**config.mk**
```make
export PLATFORM = sky130hd
export DESIGN_NAME = qsfp_cage_sequencer
export DESIGN_NICKNAME = d
export VERILOG_FILES = /design/src/rtl/qsfp_cage_sequencer.sv
export SDC_FILE = /design/constraint.sdc
export NUM_CORES = 1
export LEC_CHECK = 0
export CELL_PAD_IN_SITES_DETAIL_PLACEMENT = 2
export CELL_PAD_IN_SITES_GLOBAL_PLACEMENT = 2
export CORE_MARGIN = 5
export CORE_UTILIZATION = 30
export CTS_BUF_LIST = sky130_fd_sc_hd__clkbuf_2 sky130_fd_sc_hd__clkbuf_4 sky130_fd_sc_hd__clkbuf_8
export CTS_CLUSTER_SIZE = 40
export DETAILED_ROUTE_END_ITERATION = 16
export PLACE_DENSITY = 0.64
export SLEW_MARGIN = 25
export SYNTH_ARGS = -nofsm -noshare
export SYNTH_HDL_FRONTEND = slang
export SYNTH_SLANG_ARGS = --single-unit
```
**constraint.sdc**
```tcl
create_clock -name gty_sysclk_i -period 2.12 [get_ports gty_sysclk_i]
set_clock_uncertainty 0.1 [all_clocks]
set_input_delay 0.636 -clock gty_sysclk_i [delete_from_list [all_inputs] [get_ports gty_sysclk_i]]
set_output_delay 0.636 -clock gty_sysclk_i [all_outputs]
set_load 0.005 [all_outputs]
```
**src/rtl/qsfp_cage_sequencer.sv**
```systemverilog
// qsfp_cage_sequencer: per-cage QSFP presence debounce and ResetL bring-up sequencing.
// Each cage independently runs ABSENT -> RESET_ASSERT -> INIT_WAIT -> READY.
module qsfp_cage_sequencer #(
  parameter int C_NUM_CAGES        = 2,
  parameter int RESET_PULSE_CYCLES = 1000,
  parameter int INIT_WAIT_CYCLES   = 200_000_000,
  parameter int DEBOUNCE_CYCLES    = 1_000_000
) (
  input  logic                     gty_sysclk_i,
  input  logic                     gty_rst_n_i,
  input  logic [C_NUM_CAGES-1:0]   qsfp_modprs_n_i,
  input  logic [C_NUM_CAGES-1:0]   qsfp_int_n_i,
  input  logic [C_NUM_CAGES-1:0]   reset_req_i,
  output logic [C_NUM_CAGES-1:0]   qsfp_reset_n_o,
  output logic [C_NUM_CAGES-1:0]   present_o,
  output logic [C_NUM_CAGES-1:0]   ready_o,
  output logic [C_NUM_CAGES-1:0]   int_o,
  output logic [8*C_NUM_CAGES-1:0] reset_count_o
);

  localparam int CNT_MAX = (RESET_PULSE_CYCLES > INIT_WAIT_CYCLES) ? RESET_PULSE_CYCLES : INIT_WAIT_CYCLES;
  localparam int CNT_W   = (CNT_MAX > 1) ? $clog2(CNT_MAX) : 1;
  localparam int DEB_W   = (DEBOUNCE_CYCLES > 1) ? $clog2(DEBOUNCE_CYCLES) : 1;

  localparam logic [CNT_W-1:0] PULSE_LAST = CNT_W'(RESET_PULSE_CYCLES - 1);
  localparam logic [CNT_W-1:0] INIT_LAST  = CNT_W'(INIT_WAIT_CYCLES - 1);
  localparam logic [DEB_W-1:0] DEB_LAST   = DEB_W'(DEBOUNCE_CYCLES - 1);

  typedef enum logic [1:0] {
    ST_ABSENT       = 2'd0,
    ST_RESET_ASSERT = 2'd1,
    ST_INIT_WAIT    = 2'd2,
    ST_READY        = 2'd3
  } state_t;

  for (genvar g = 0; g < C_NUM_CAGES; g++) begin : g_cage
    logic [1:0]       prs_sync_r;
    logic [1:0]       int_sync_r;
    logic             present_r;
    logic [DEB_W-1:0] deb_cnt_r;
    state_t           state_r;
    state_t           state_s;
    logic [CNT_W-1:0] cyc_cnt_r;
    logic [CNT_W-1:0] cyc_cnt_s;
    logic [7:0]       rst_cnt_r;
    logic             reset_n_s;
    logic             ready_s;
    logic             enter_s;

    // Two-stage synchronisers, preset to "absent, no interrupt"
    always_ff @(posedge gty_sysclk_i or negedge gty_rst_n_i) begin
      if (!gty_rst_n_i) begin
        prs_sync_r <= 2'b11;
        int_sync_r <= 2'b11;
      end else begin
        prs_sync_r <= {prs_sync_r[0], qsfp_modprs_n_i[g]};
        int_sync_r <= {int_sync_r[0], qsfp_int_n_i[g]};
      end
    end

    // Presence debounce: count consecutive synced samples disagreeing with present_r
    always_ff @(posedge gty_sysclk_i or negedge gty_rst_n_i) begin
      if (!gty_rst_n_i) begin
        present_r <= 1'b0;
        deb_cnt_r <= '0;
      end else if ((~prs_sync_r[1]) != present_r) begin
        if (deb_cnt_r == DEB_LAST) begin
          present_r <= ~present_r;
          deb_cnt_r <= '0;
        end else begin
          deb_cnt_r <= deb_cnt_r + DEB_W'(1);
        end
      end else begin
        deb_cnt_r <= '0;
      end
    end

    // Sequencer state, phase counter and saturating reset-pulse count
    always_ff @(posedge gty_sysclk_i or negedge gty_rst_n_i) begin
      if (!gty_rst_n_i) begin
        state_r   <= ST_ABSENT;
        cyc_cnt_r <= '0;
        rst_cnt_r <= 8'd0;
      end else begin
        state_r   <= state_s;
        cyc_cnt_r <= cyc_cnt_s;
        if (enter_s && (rst_cnt_r != 8'hFF)) begin
          rst_cnt_r <= rst_cnt_r + 8'd1;
        end
      end
    end

    // Output decode and next state; loss of presence overrides requests and expiry
    always_comb begin
      state_s   = state_r;
      cyc_cnt_s = cyc_cnt_r;
      reset_n_s = 1'b0;
      ready_s   = 1'b0;
      case (state_r)
        ST_INIT_WAIT: begin
          reset_n_s = 1'b1;
          ready_s   = 1'b0;
        end
        ST_READY: begin
          reset_n_s = 1'b1;
          ready_s   = 1'b1;
        end
        default: begin
          reset_n_s = 1'b0;
          ready_s   = 1'b0;
        end
      endcase
      if (!present_r) begin
        state_s   = ST_ABSENT;
        cyc_cnt_s = '0;
      end else begin
        case (state_r)
          ST_ABSENT: begin
            state_s   = ST_RESET_ASSERT;
            cyc_cnt_s = '0;
          end
          ST_RESET_ASSERT: begin
            if (cyc_cnt_r == PULSE_LAST) begin
              state_s   = ST_INIT_WAIT;
              cyc_cnt_s = '0;
            end else begin
              cyc_cnt_s = cyc_cnt_r + CNT_W'(1);
            end
          end
          ST_INIT_WAIT: begin
            if (reset_req_i[g]) begin
              state_s   = ST_RESET_ASSERT;
              cyc_cnt_s = '0;
            end else if (cyc_cnt_r == INIT_LAST) begin
              state_s   = ST_READY;
              cyc_cnt_s = '0;
            end else begin
              cyc_cnt_s = cyc_cnt_r + CNT_W'(1);
            end
          end
          ST_READY: begin
            if (reset_req_i[g]) begin
              state_s   = ST_RESET_ASSERT;
              cyc_cnt_s = '0;
            end else begin
              state_s   = ST_READY;
            end
          end
          default: begin
            state_s   = ST_ABSENT;
            cyc_cnt_s = '0;
          end
        endcase
      end
    end

    assign enter_s = (state_s == ST_RESET_ASSERT) && (state_r != ST_RESET_ASSERT);

    assign qsfp_reset_n_o[g]       = reset_n_s;
    assign present_o[g]            = present_r;
    assign ready_o[g]              = ready_s;
    assign int_o[g]                = ready_s & ~int_sync_r[1];
    assign reset_count_o[8*g +: 8] = rst_cnt_r;
  end

endmodule

```
==> results <==
- The worst hold path terminates at g_cage[0].int_sync_r[1]$_DFF_PN1_.
- The most common flop cell mapped by yosys is sky130_fd_sc_hd__dfrtp_1.
- The worst path required time is approximately 2400 ps.
- The worst hold path belongs to the class register to register.
- For this run, the register share of the synthesized area comes to 0.460.
- The worst pin sits at a relative slew slack of 0.715.
- 0 antenna diodes ended up in the layout.
- The worst IR drop on VDD is 0.000414 V.
- The proportion of layout cells with a drive suffix above 1 is 0.438.
- The vertical die dimension is between 150 and 200 um.
- For the worst setup path, the data arrival time is between 2000 and 3000 ps.
- The number of standard cells after synthesis is 740.
- The fmax is about 0.42 GHz.
- The number of distinct library cells after synthesis is 66.
- Entering global routing, the biggest net connects 39 pins.
- STA classifies the critical path startpoint as a register.
- The congestion estimate from routability-driven global placement came to approximately 0.8.
- Along the worst path, the maximum fanout reaches 6.
- Setup slack on the critical path of the routed design comes to -284 ps.
- The total overflow left after global routing is 0.
- Clock tree synthesis inserted a total of 17 buffers.
- The number of max-slew violations in the final report is 0.
- In this run the mean area of a mapped cell was 9.30 um2.
- Overall power consumption after layout is estimated at ~5 mW.
- Counting flops with a built-in enable in the synthesized netlist gives 0.
- The run finished, with violations left.
- The launch instance of the worst min-delay path is g_cage[0].int_sync_r[0]$_DFF_PN1_.
- The combined buffer and inverter count along the critical path is 2.
- In this run the cell area of the synthesized design comes to roughly 6900 um2.
- For this run, the total global-route usage over all layers was measured as 0.212.
- The final reports fail on negative setup slack.
- The total area inside the core boundary comes to ~23,000 um2.
- The tightest hold margin is around 260 ps.
- The worst reg2reg path depth is 8.
- The initial utilization of the core area, before any placement, comes to 0.304.
- After floorplanning, the core was divided into 55 placement rows.
- Of the total power, registers draw 0.487.
- The part of the total power dissipated in combinational logic is 0.027.
- During I/O placement, the number of pins put on the boundary was 32.
- The final count of hold timing violations is 0.
- The DRC violation count after routing is 0.
- Among all stages on the critical path, the largest delay is contributed by sky130_fd_sc_hd__or4_4.
- The number of nets with antenna violations after routing is 0.
- In this run, synthesis produced a sequential element count of 126.
- The final layout net count is about 1,000.
- Once layout is complete, the cells apart from fillers number 1,279.
- The fraction of power spent switching nets is 0.247.
- The clock sink total is between 100 and 150.
- Among cell families on the critical path, the largest total delay comes from compound AO/OA/AOI/OAI gates.
- In the synthesized netlist the async set-or-reset flop fraction comes to 1.00.
- The detailed router placed ~7,000 vias in this run.
- The core utilization of the finished layout is 0.477.
- For this design the static power due to leakage is around 4.8 nW.
- TritonCTS built the clock tree.
- The wire length of the first global-routing pass is between 40,000 and 50,000 um.
- The worst register-to-register path ends at g_cage[0].cyc_cnt_r[24]$_DFFE_PN0P_.
- The summed negative setup slack over all endpoints is -12,690 ps.
- The die boundary width is roughly 160 um.
- On the worst path, the slowest cell contributes a delay of between 500 and 600 ps.
- For this design the ratio of total power to cell area is between 400 and 500 nW/um2.
- The number of antenna violations at the first check in global routing is 0.
- The number of vias per cell is between 5 and 6.
- The insertion delay of the later-clocked pin in the worst-skew pair is 470 ps.
- The clock tree root driver cell is sky130_fd_sc_hd__clkbuf_8.
- The area of all placed cells without fillers is approximately 11,000 um2.
- When the netlist entered floorplanning its net count stood at around 760.
- Max-cap violations in this run came to 0.
- Dividing the detail-routed wire length by the instance count gives around 23 um.
- The setup slack after placement is -438 ps.
- Detailed placement ended at an HPWL of between 15,000 and 20,000 um.
- The kind of capture point of the worst setup path is a register.
- sky130_fd_sc_hd__dfrtp_1 takes more of the synthesized area than any other cell.
- By area the synthesized netlist is led by sky130_fd_sc_hd__dfrtp_1 (43%), sky130_fd_sc_hd__xnor2_1 (4.3%), sky130_fd_sc_hd__nor2_1 (4.1%).
- The number of endpoints failing setup at the final stage is approximately 80.
- The clock passes through at most 2 buffers.
- The part of the total power dissipated in the clock network is 0.485.
- Setup repair after global routing could not meet its margin everywhere.
- The most common cell after layout, fill and taps aside is sky130_fd_sc_hd__buf_4.
- The path type of the worst setup path is register to register.
- The Yosys step of the flow raised 0 warnings.
- Once placement finished, the instance area stood at 8560 um2.
- Clock-pin slew was measured on the worst setup and hold paths at approximately 90 ps.
- Setup slack on the worst reg-to-reg path comes out at -280 ps.
- The clock period minus final worst setup slack is ~2400 ps.
- The overall die area is ~26,000 um2.
- The fraction of the cycle the final worst path needs is 1.13.
- Of the post-synthesis cell area, the dominant cell type holds 0.429.
- The quantity of I/O buffers inserted on ports is 31.
- The H-tree was split into 4 levels.
- In the layout the commonest cells are sky130_fd_sc_hd__buf_4 (163), sky130_fd_sc_hd__dfrtp_1 (102), sky130_fd_sc_hd__nor2_1 (68).
- The beginning of the worst register-to-register path is g_cage[0].cyc_cnt_r[9]$_DFFE_PN0P_.
- The signal on the critical path passes through nand3b_1 -> or4_4 -> o211ai_4 -> a21o_4 -> buf_12 -> buf_8 -> o21ai_1 -> a21o_1.
- The number of fillers in the final layout is between 2,000 and 2,500.
- For the pin with the worst max-slew slack, the measured transition is between 400 and 500 ps.
- The signed area change from the synthesized netlist to the final layout is 56.9%.
- The number of global-route vias before repair is between 7,000 and 8,000.
- The net switching power of the design is 1.24 mW.
- In this run, placement finished with an instance count of 1,163.
- The worst hold path was traced through 0 stages.
- In this run, the number of DRC markers left after iteration 0 of detailed routing was 268.
- Wires add up to about 30,000 um.
- The internal portion of total power is ~3.8 mW.
- Before antenna repair, the detailed router went through 5 iterations.
[registers in the layout, summed over array words and instances, names as in the netlist]
register,flops
g_cage.cyc_cnt_r,56
g_cage.deb_cnt_r,40
g_cage.int_sync_r,4
g_cage.present_r,2
g_cage.prs_sync_r,4
g_cage.rst_cnt_r,16
g_cage.state_r,4
[timing repair]
item | CTS | global route
hold buffers | 1 | 0
buffers inserted | 47 | 33
gates resized for setup | 195 | 113
hold endpoints to repair | 8 | 0
pin swaps | 78 | 47
endpoints found under the setup margin | 114 | 118
gates cloned | 7 | 0
[kinds of logic (layout without fill, tap and decap cells)]
kind of cell	count (synthesis)	in the layout	synth area share
XOR/XNOR	55	55	0.0700
AO/OA/AOI/OAI	132	132	0.122
AND/OR/NAND/NOR	340	340	0.267
adder cells (fa/ha/maj)	14	14	0.0255
buffers and inverters	66	320	0.0438
multiplexers	7	7	0.0113
flip-flops	126	126	0.460
[area by class of cell]
class / count / area, um2 / share of cell area
Multi-Input combinational cell: 548 / 4280 / 0.397
Clock buffer: 18 / 241 / 0.0224
Tap cell: 285 / 357 / 0.0330
Timing Repair Buffer: 248 / 2390 / 0.221
Sequential cell: 126 / 3180 / 0.295
Clock inverter: 14 / 190 / 0.0176
Inverter: 40 / 153 / 0.0141
[power by group through the flow]
stage	Sequential, mW	Combinational (mW)	Clock [mW]
floorplan	2.48	0.0318	0
global placement	2.48	0.127	0
detailed placement	2.49	0.134	0
CTS	2.44	0.138	2.44
global route	2.44	0.155	2.58
finish	2.44	0.136	2.43
[how the worst max path moves through the flow]
stage               slack [ps]                           startpoint  depth (start not counted)                                  end
floorplan                 -100  g_cage[1].cyc_cnt_r[13]$_DFFE_PN0P_                          6   g_cage[1].rst_cnt_r[1]$_DFFE_PN0P_
global placement          -350                       reset_req_i[0]                          8  g_cage[0].cyc_cnt_r[21]$_DFFE_PN0P_
detailed placement        -440                       reset_req_i[0]                          8  g_cage[0].cyc_cnt_r[21]$_DFFE_PN0P_
CTS                       -280  g_cage[1].cyc_cnt_r[13]$_DFFE_PN0P_                          8   g_cage[1].rst_cnt_r[5]$_DFFE_PN0P_
global route              -360  g_cage[1].cyc_cnt_r[13]$_DFFE_PN0P_                          8   g_cage[1].rst_cnt_r[5]$_DFFE_PN0P_
finish                    -280   g_cage[0].cyc_cnt_r[9]$_DFFE_PN0P_                          8  g_cage[0].cyc_cnt_r[24]$_DFFE_PN0P_
[per-layer routing]
layer  track usage  vias up  wire, um
met5             0        -         0
met4        0.0682        0      1020
met3        0.0337       71       811
met2         0.400      147     16300
met1         0.244     3606     11600
li1              -     3143         -
[Yosys cell counts, drive strengths merged (2+ instances only)]
master / n
xnor2: 34
nand2b: 4
a211o: 2
nor4: 21
mux2: 3
nand2: 49
clkbuf: 10
or2: 5
o21a: 3
o31a: 2
nor3: 28
nand4: 30
ha: 14
nand3: 54
and2: 3
a31o: 2
dfrtp: 118
and4: 10
a21o: 12
inv: 40
a22o: 10
a21oi: 32
nor4b: 6
dfstp: 8
o22ai: 2
nor3b: 5
a31oi: 7
mux2i: 4
or3: 20
buf: 16
and3: 20
nand3b: 2
or4: 3
o21ai: 51
nor2b: 3
xor2: 21
nor2: 75
Power figures use the tool's default switching activity.
==> patch 1: new RTL, same flow settings <==
`INIT_WAIT_CYCLES`: 200_000_000 -> 100_000_000.
--- a/src/rtl/qsfp_cage_sequencer.sv
+++ b/src/rtl/qsfp_cage_sequencer.sv
@@ -5,3 +5,3 @@
   parameter int RESET_PULSE_CYCLES = 1000,
-  parameter int INIT_WAIT_CYCLES   = 200_000_000,
+  parameter int INIT_WAIT_CYCLES   = 100_000_000,
   parameter int DEBOUNCE_CYCLES    = 1_000_000
Formal check against the unedited RTL: no difference found for any inputs over 10 cycles, from zero or initial values and one cycle with gty_rst_n_i low; that may be too few to reach the edited logic, so the function may still have changed.
==> patch 1 against the unedited design <==
The flow still finishes with violations (setup timing). Sequential cell count is 2 lower. Final area is 7.2% lower. Routed wire length is 14% lower. Fmax is 2.7% higher. Worst hold slack better by 0.90 ps. Synthesized area is 2.3% lower. Cell count is 4.1% lower. Sequential share of layout area is 1.7 points higher. First-iteration DRC count is 31% lower. Global-route usage is 1.5 points lower. Worst setup slack better by 64 ps. Highest routed layer unchanged. Critical endpoint is now g_cage[0].cyc_cnt_r[16]. Power is 1.7% lower.
==> patch 1: results (changes against the unedited design) <==
finish:
  regArea_sq_mm: 0.00312  # -1.8%
  largestRegisters: "g_cage.cyc_cnt_r x54, g_cage.deb_cnt_r x40, g_cage.rst_cnt_r x16"
  fillCellCount: 2301  # +0.17%
  final_cells: 1226  # -4.1%
  drive_gt1_frac: 0.379  # -0.0581
synth:
  yosys-top-cells-area: "dfrtp_1, nor2_1, o21ai_0"
  synth_cell_types: 52  # -21%
  synth_nets: 753  # -1.2%
  netlist_top_cells_count: "dfrtp_1, nor2_1, o21ai_0"
  yosysSeqAreaShare: 0.463  # +0.00342
detailed_routing:
  drt_wl_total_microns: 25700  # -14%
  drt_iter0_drc: 186  # -31%
  wl_met2_microns: 13800  # -15%
  met1Wirelength_microns: 11000  # -5.5%
worst_setup_path:
  r2r_end: "g_cage[0].cyc_cnt_r[16]"
  path_delay_family: "simple AND/OR/NAND/NOR gates"
  critPathMaxStageDelay_ps: 440  # -100 ps
  reg2reg_from: "g_cage[0].cyc_cnt_r[18]"
placement:
  place_area_sq_mm: 0.00815  # -4.9%
  routabilityCongestion: 0.811  # +0.32%
  placed_cells: 1124  # -3.4%
  hpwl_microns: 15600  # -4.9%
run_status:
  outcome: "finished with violations"
  violations: "setup timing"
pwr:
  vdd_drop_max_uv: 347  # -16%
  leakagePower_nw: 4.33  # -9.6%
timing:
  finalSetupViolCount: 67  # -14%
  worst_slack_ps: -221  # +63.9 ps
  fin_hold_ws_ps: 261  # +0.897 ps
grt:
  grt_pass1_vias: 7378  # -7.6%
  grt_pass1_wl_microns: 40900  # -7.3%
  grt_max_degree: 32  # -18%
min_path:
  hp-start: "g_cage[1].int_sync_r[0]"
==> patch 1: cell count changes in the layout (fill, tap and decap cells not counted), sizes merged, moves of 5 or more <==
| cell | unedited run | this run |
|---|---|---|
| a211oi | 0 | 5 |
| a21oi | 32 | 39 |
| a31oi | 7 | 2 |
| and3 | 20 | 25 |
| buf | 222 | 183 |
| dlygate4sd2 | 0 | 6 |
| dlymetal6s2s | 15 | 7 |
| nand2 | 49 | 44 |
| nor2 | 75 | 82 |
| nor4 | 21 | 16 |
| xnor2 | 34 | 27 |
| xor2 | 21 | 27 |
==> patch 1: worst max-delay path by stage <==
| stage | start | endpoint |
|---|---|---|
| 6_report | g_cage[0].cyc_cnt_r[18] | g_cage[0].cyc_cnt_r[16] |
| 5_1_grt | g_cage[0].cyc_cnt_r[22] | g_cage[0].cyc_cnt_r[8] |
| 4_1_cts | g_cage[0].cyc_cnt_r[18] | g_cage[0].cyc_cnt_r[26] |
| 3_5_place_dp | reset_req_i[0] | g_cage[0].cyc_cnt_r[26] |
| 3_3_place_gp | reset_req_i[0] | g_cage[0].cyc_cnt_r[16] |
| 2_1_floorplan | g_cage[1].cyc_cnt_r[0] | g_cage[1].rst_cnt_r[1] |
==> patch 1: area by class of cell <==
cell class | instances | share of cell area
clock buffer | 18 | 0.0241
clock inverter | 14 | 0.0192
sequential | 124 | 0.312
inverter | 37 | 0.0139
timing repair buffer | 208 | 0.193
tap | 280 | 0.0350
multi-input combinational | 545 | 0.403
==> patch 1: worst reg2reg max path, delay by kind of cell, from the launching register on <==
family / cells / cell delay [ps]
AND/OR/NAND/NOR: 3 / 780
buffers and inverters: 2 / 280
AO/OA/AOI/OAI: 3 / 680
flip-flops: 1 / 440
==> patch 1: power breakdown <==
group          switching (mW)  internal, mW  leakage, nW
Sequential             0.0142          2.39         1.66
Combinational          0.0810        0.0406         2.46
Clock                    1.10          1.30        0.213
==> patch 1: cell families after synthesis <==
family                   Yosys count  share of synthesized area
flip-flops                       124                      0.463
multiplexers                       5                    0.00801
AND/OR/NAND/NOR                  339                      0.274
AO/OA/AOI/OAI                    133                      0.119
buffers and inverters             62                     0.0397
XOR/XNOR                          54                     0.0704
adder cells (fa/ha/maj)           14                     0.0261
==> patch 1: what timing repair did <==
action,CTS,global route
cloned,7,0
pin swaps,65,45
hold buffers,1,0
endpoints found under the hold margin,2,0
setup endpoints to repair,93,126
resized for setup,177,95
setup buffers,42,22
==> patch 1: layer usage <==
metal  up-vias  global-route usage
met5         -                   0
met4         0              0.0462
met3        19              0.0356
met2        57               0.368
met1      3384               0.235
li1       3013                   -
==> patch 2: new RTL, config.mk and constraints unchanged <==
Without the edit above. Make the reset (`gty_rst_n_i`) synchronous in 3 clocked blocks.
--- a/src/rtl/qsfp_cage_sequencer.sv
+++ b/src/rtl/qsfp_cage_sequencer.sv
@@ -50,3 +50,3 @@
     // Two-stage synchronisers, preset to "absent, no interrupt"
-    always_ff @(posedge gty_sysclk_i or negedge gty_rst_n_i) begin
+    always_ff @(posedge gty_sysclk_i) begin
       if (!gty_rst_n_i) begin
@@ -61,3 +61,3 @@
     // Presence debounce: count consecutive synced samples disagreeing with present_r
-    always_ff @(posedge gty_sysclk_i or negedge gty_rst_n_i) begin
+    always_ff @(posedge gty_sysclk_i) begin
       if (!gty_rst_n_i) begin
@@ -78,3 +78,3 @@
     // Sequencer state, phase counter and saturating reset-pulse count
-    always_ff @(posedge gty_sysclk_i or negedge gty_rst_n_i) begin
+    always_ff @(posedge gty_sysclk_i) begin
       if (!gty_rst_n_i) begin
Function: no difference found for any inputs over 10 cycles, from zero or initial values and one cycle with gty_rst_n_i low; that may be too few to reach the edited logic, so the function may still have changed.
==> patch 2 against the unedited design <==
The flow still finishes with violations (setup timing). Sequential cell count stayed put. Worst setup slack gained 1.7 ps. Non-clock buffer count fell by 44. Final area shrank 11%. Routed wire length decreased by 14%. Synthesized area is 10% lower. First-iteration DRC count down 15%. Critical path type unchanged. Critical endpoint is now g_cage[0].cyc_cnt_r[22].
Power is not compared: it rests on default switching activity, and its combinational part moved more than twofold at a synthesized area within 25%.
==> patch 2: results (changes against the unedited design) <==
synth:
  yosys-top-cells-area: "dfxtp_1, nor2_1, xnor2_1"
  synth_cell_types: 61  # -7.6%
  netlist_top_cells_count: "dfxtp_1, nor2_1, nand2_1"
  yosysSeqAreaShare: 0.408  # -0.0520
  synth_nets: 748  # -1.8%
  synthArstFlopShare: 0  # -1.00
  syn_inst: 726  # -1.9%
finish:
  multi_input_area_share: 0.454  # +0.0568
  fillCellCount: 2155  # -6.2%
  final_nets: 949  # -5.4%
  num-nonclk-inverters: 14  # -65%
  fin_util: 0.475  # -0.00160
  multi_input_cells: 564  # +2.9%
  clkbuf_count: 20  # +2
  clk_share: 0.0464  # +0.00645
  nNonClkBuffers: 204  # -18%
  largestRegisters: "g_cage.cyc_cnt_r x56, g_cage.deb_cnt_r x40, g_cage.rst_cnt_r x16"
  bufAreaShareNonClock: 0.188  # -0.0329
  seq_share: 0.271  # -0.0242
  multi_input_area_sq_mm: 0.00438  # +2.2%
  drive_gt1_frac: 0.411  # -0.0270
run_status:
  outcome: "finished with violations"
  violations: "setup timing"
placement:
  hpwl_microns: 14600  # -11%
  placed_cells: 1134  # -2.5%
  routabilityCongestion: 0.790  # -2.3%
  place_area_sq_mm: 0.00777  # -9.2%
  dp_slack_ps: -546  # -108 ps
  port_buffers: 31  # unchanged
detailed_routing:
  wl_met2_microns: 14100  # -14%
  vias: 6251  # -10%
  met3WireLength_microns: 669  # -18%
  met1Wirelength_microns: 10100  # -13%
  dr.pass1.iters: 4  # -1
  drt_wl_total_microns: 25600  # -14%
  wl_per_cell_microns: 21.2  # -9.0%
  drt_iter0_drc: 229  # -15%
worst_setup_path:
  worstPathArrival_ps: 2650  # about the same
  cp_max_fo: 5  # -1
cts:
  cts_root_buf: "clkbuf_8"
  post_cts_resized: 186  # -4.6%
  post_cts_buffers: 23  # -51%
  cts-buffers-inserted: 17  # unchanged
  clock_path_buffers: 2  # unchanged
timing:
  finalSetupViolCount: 70  # -10%
  fin_hold_ws_ps: 313  # +52.0 ps
  tns_ps: -11450  # +1240 ps
  relSlewSlack: 0.616  # -0.0993
  worst_slack_ps: -283  # +1.69 ps
pwr:
  leakagePower_nw: 3.45
grt:
  grt.total_usage: 0.197  # -0.0147
  grt_max_degree: 35  # -10%
  grt_pass1_vias: 7067  # -11%
  grt_pass1_wl_microns: 38000  # -14%
==> patch 2: cell count changes after synthesis, sizes merged, moves of 16 or more <==
| cell | delta |
|---|---|
| nand2b | +16 |
| dfrtp | -118 |
| nor2 | +38 |
| nand2 | +20 |
| inv | -26 |
| dfxtp | +126 |
| xor2 | +19 |
| o21ai | -42 |
| a21oi | -21 |
==> patch 2: worst paths after layout <==
| check | startpoint | end | cells after the start |
|---|---|---|---|
| setup / recovery | g_cage[0].cyc_cnt_r[14] | g_cage[0].cyc_cnt_r[22] | 7 |
| hold / removal | g_cage[0].prs_sync_r[0] | g_cage[0].prs_sync_r[1] | 1 |
| setup reg to reg | g_cage[0].cyc_cnt_r[14] | g_cage[0].cyc_cnt_r[22] | 7 |
| hold reg to reg | g_cage[0].prs_sync_r[0] | g_cage[0].prs_sync_r[1] | 1 |
==> patch 2: cells by family (layout without fill, tap and decap cells) <==
kind of cell / Yosys count / in the layout / share of synthesized area
buf+inv: 41 / 250 / 0.0316
xor+xnor: 82 / 82 / 0.116
compound gates: 59 / 64 / 0.0732
flops: 126 / 126 / 0.408
simple gates: 395 / 395 / 0.328
fa+ha+maj: 14 / 14 / 0.0283
mux: 9 / 9 / 0.0146
==> patch 2: critical path, delay by kind of cell, from the launching register on <==
family,cells,cell delay [ps]
AO/OA/AOI/OAI,4,720
flip-flops,1,340
buffers and inverters,1,130
AND/OR/NAND/NOR,2,1000
==> patch 2: layer usage <==
metal	GRT usage	up-vias
met1	0.221	3159
met2	0.379	105
met4	0.0568	0
met5	0	-
li1	-	2935
met3	0.0346	52
==> patch 2: power by group <==
part           leakage [nW]  switching (mW)  total (mW)  internal [mW]
clock                 0.225            1.13        2.48           1.35
sequential             1.04         0.00445        2.36           2.35
combinational          2.19          0.0349      0.0631         0.0282
total                  3.45            1.16        4.90           3.73
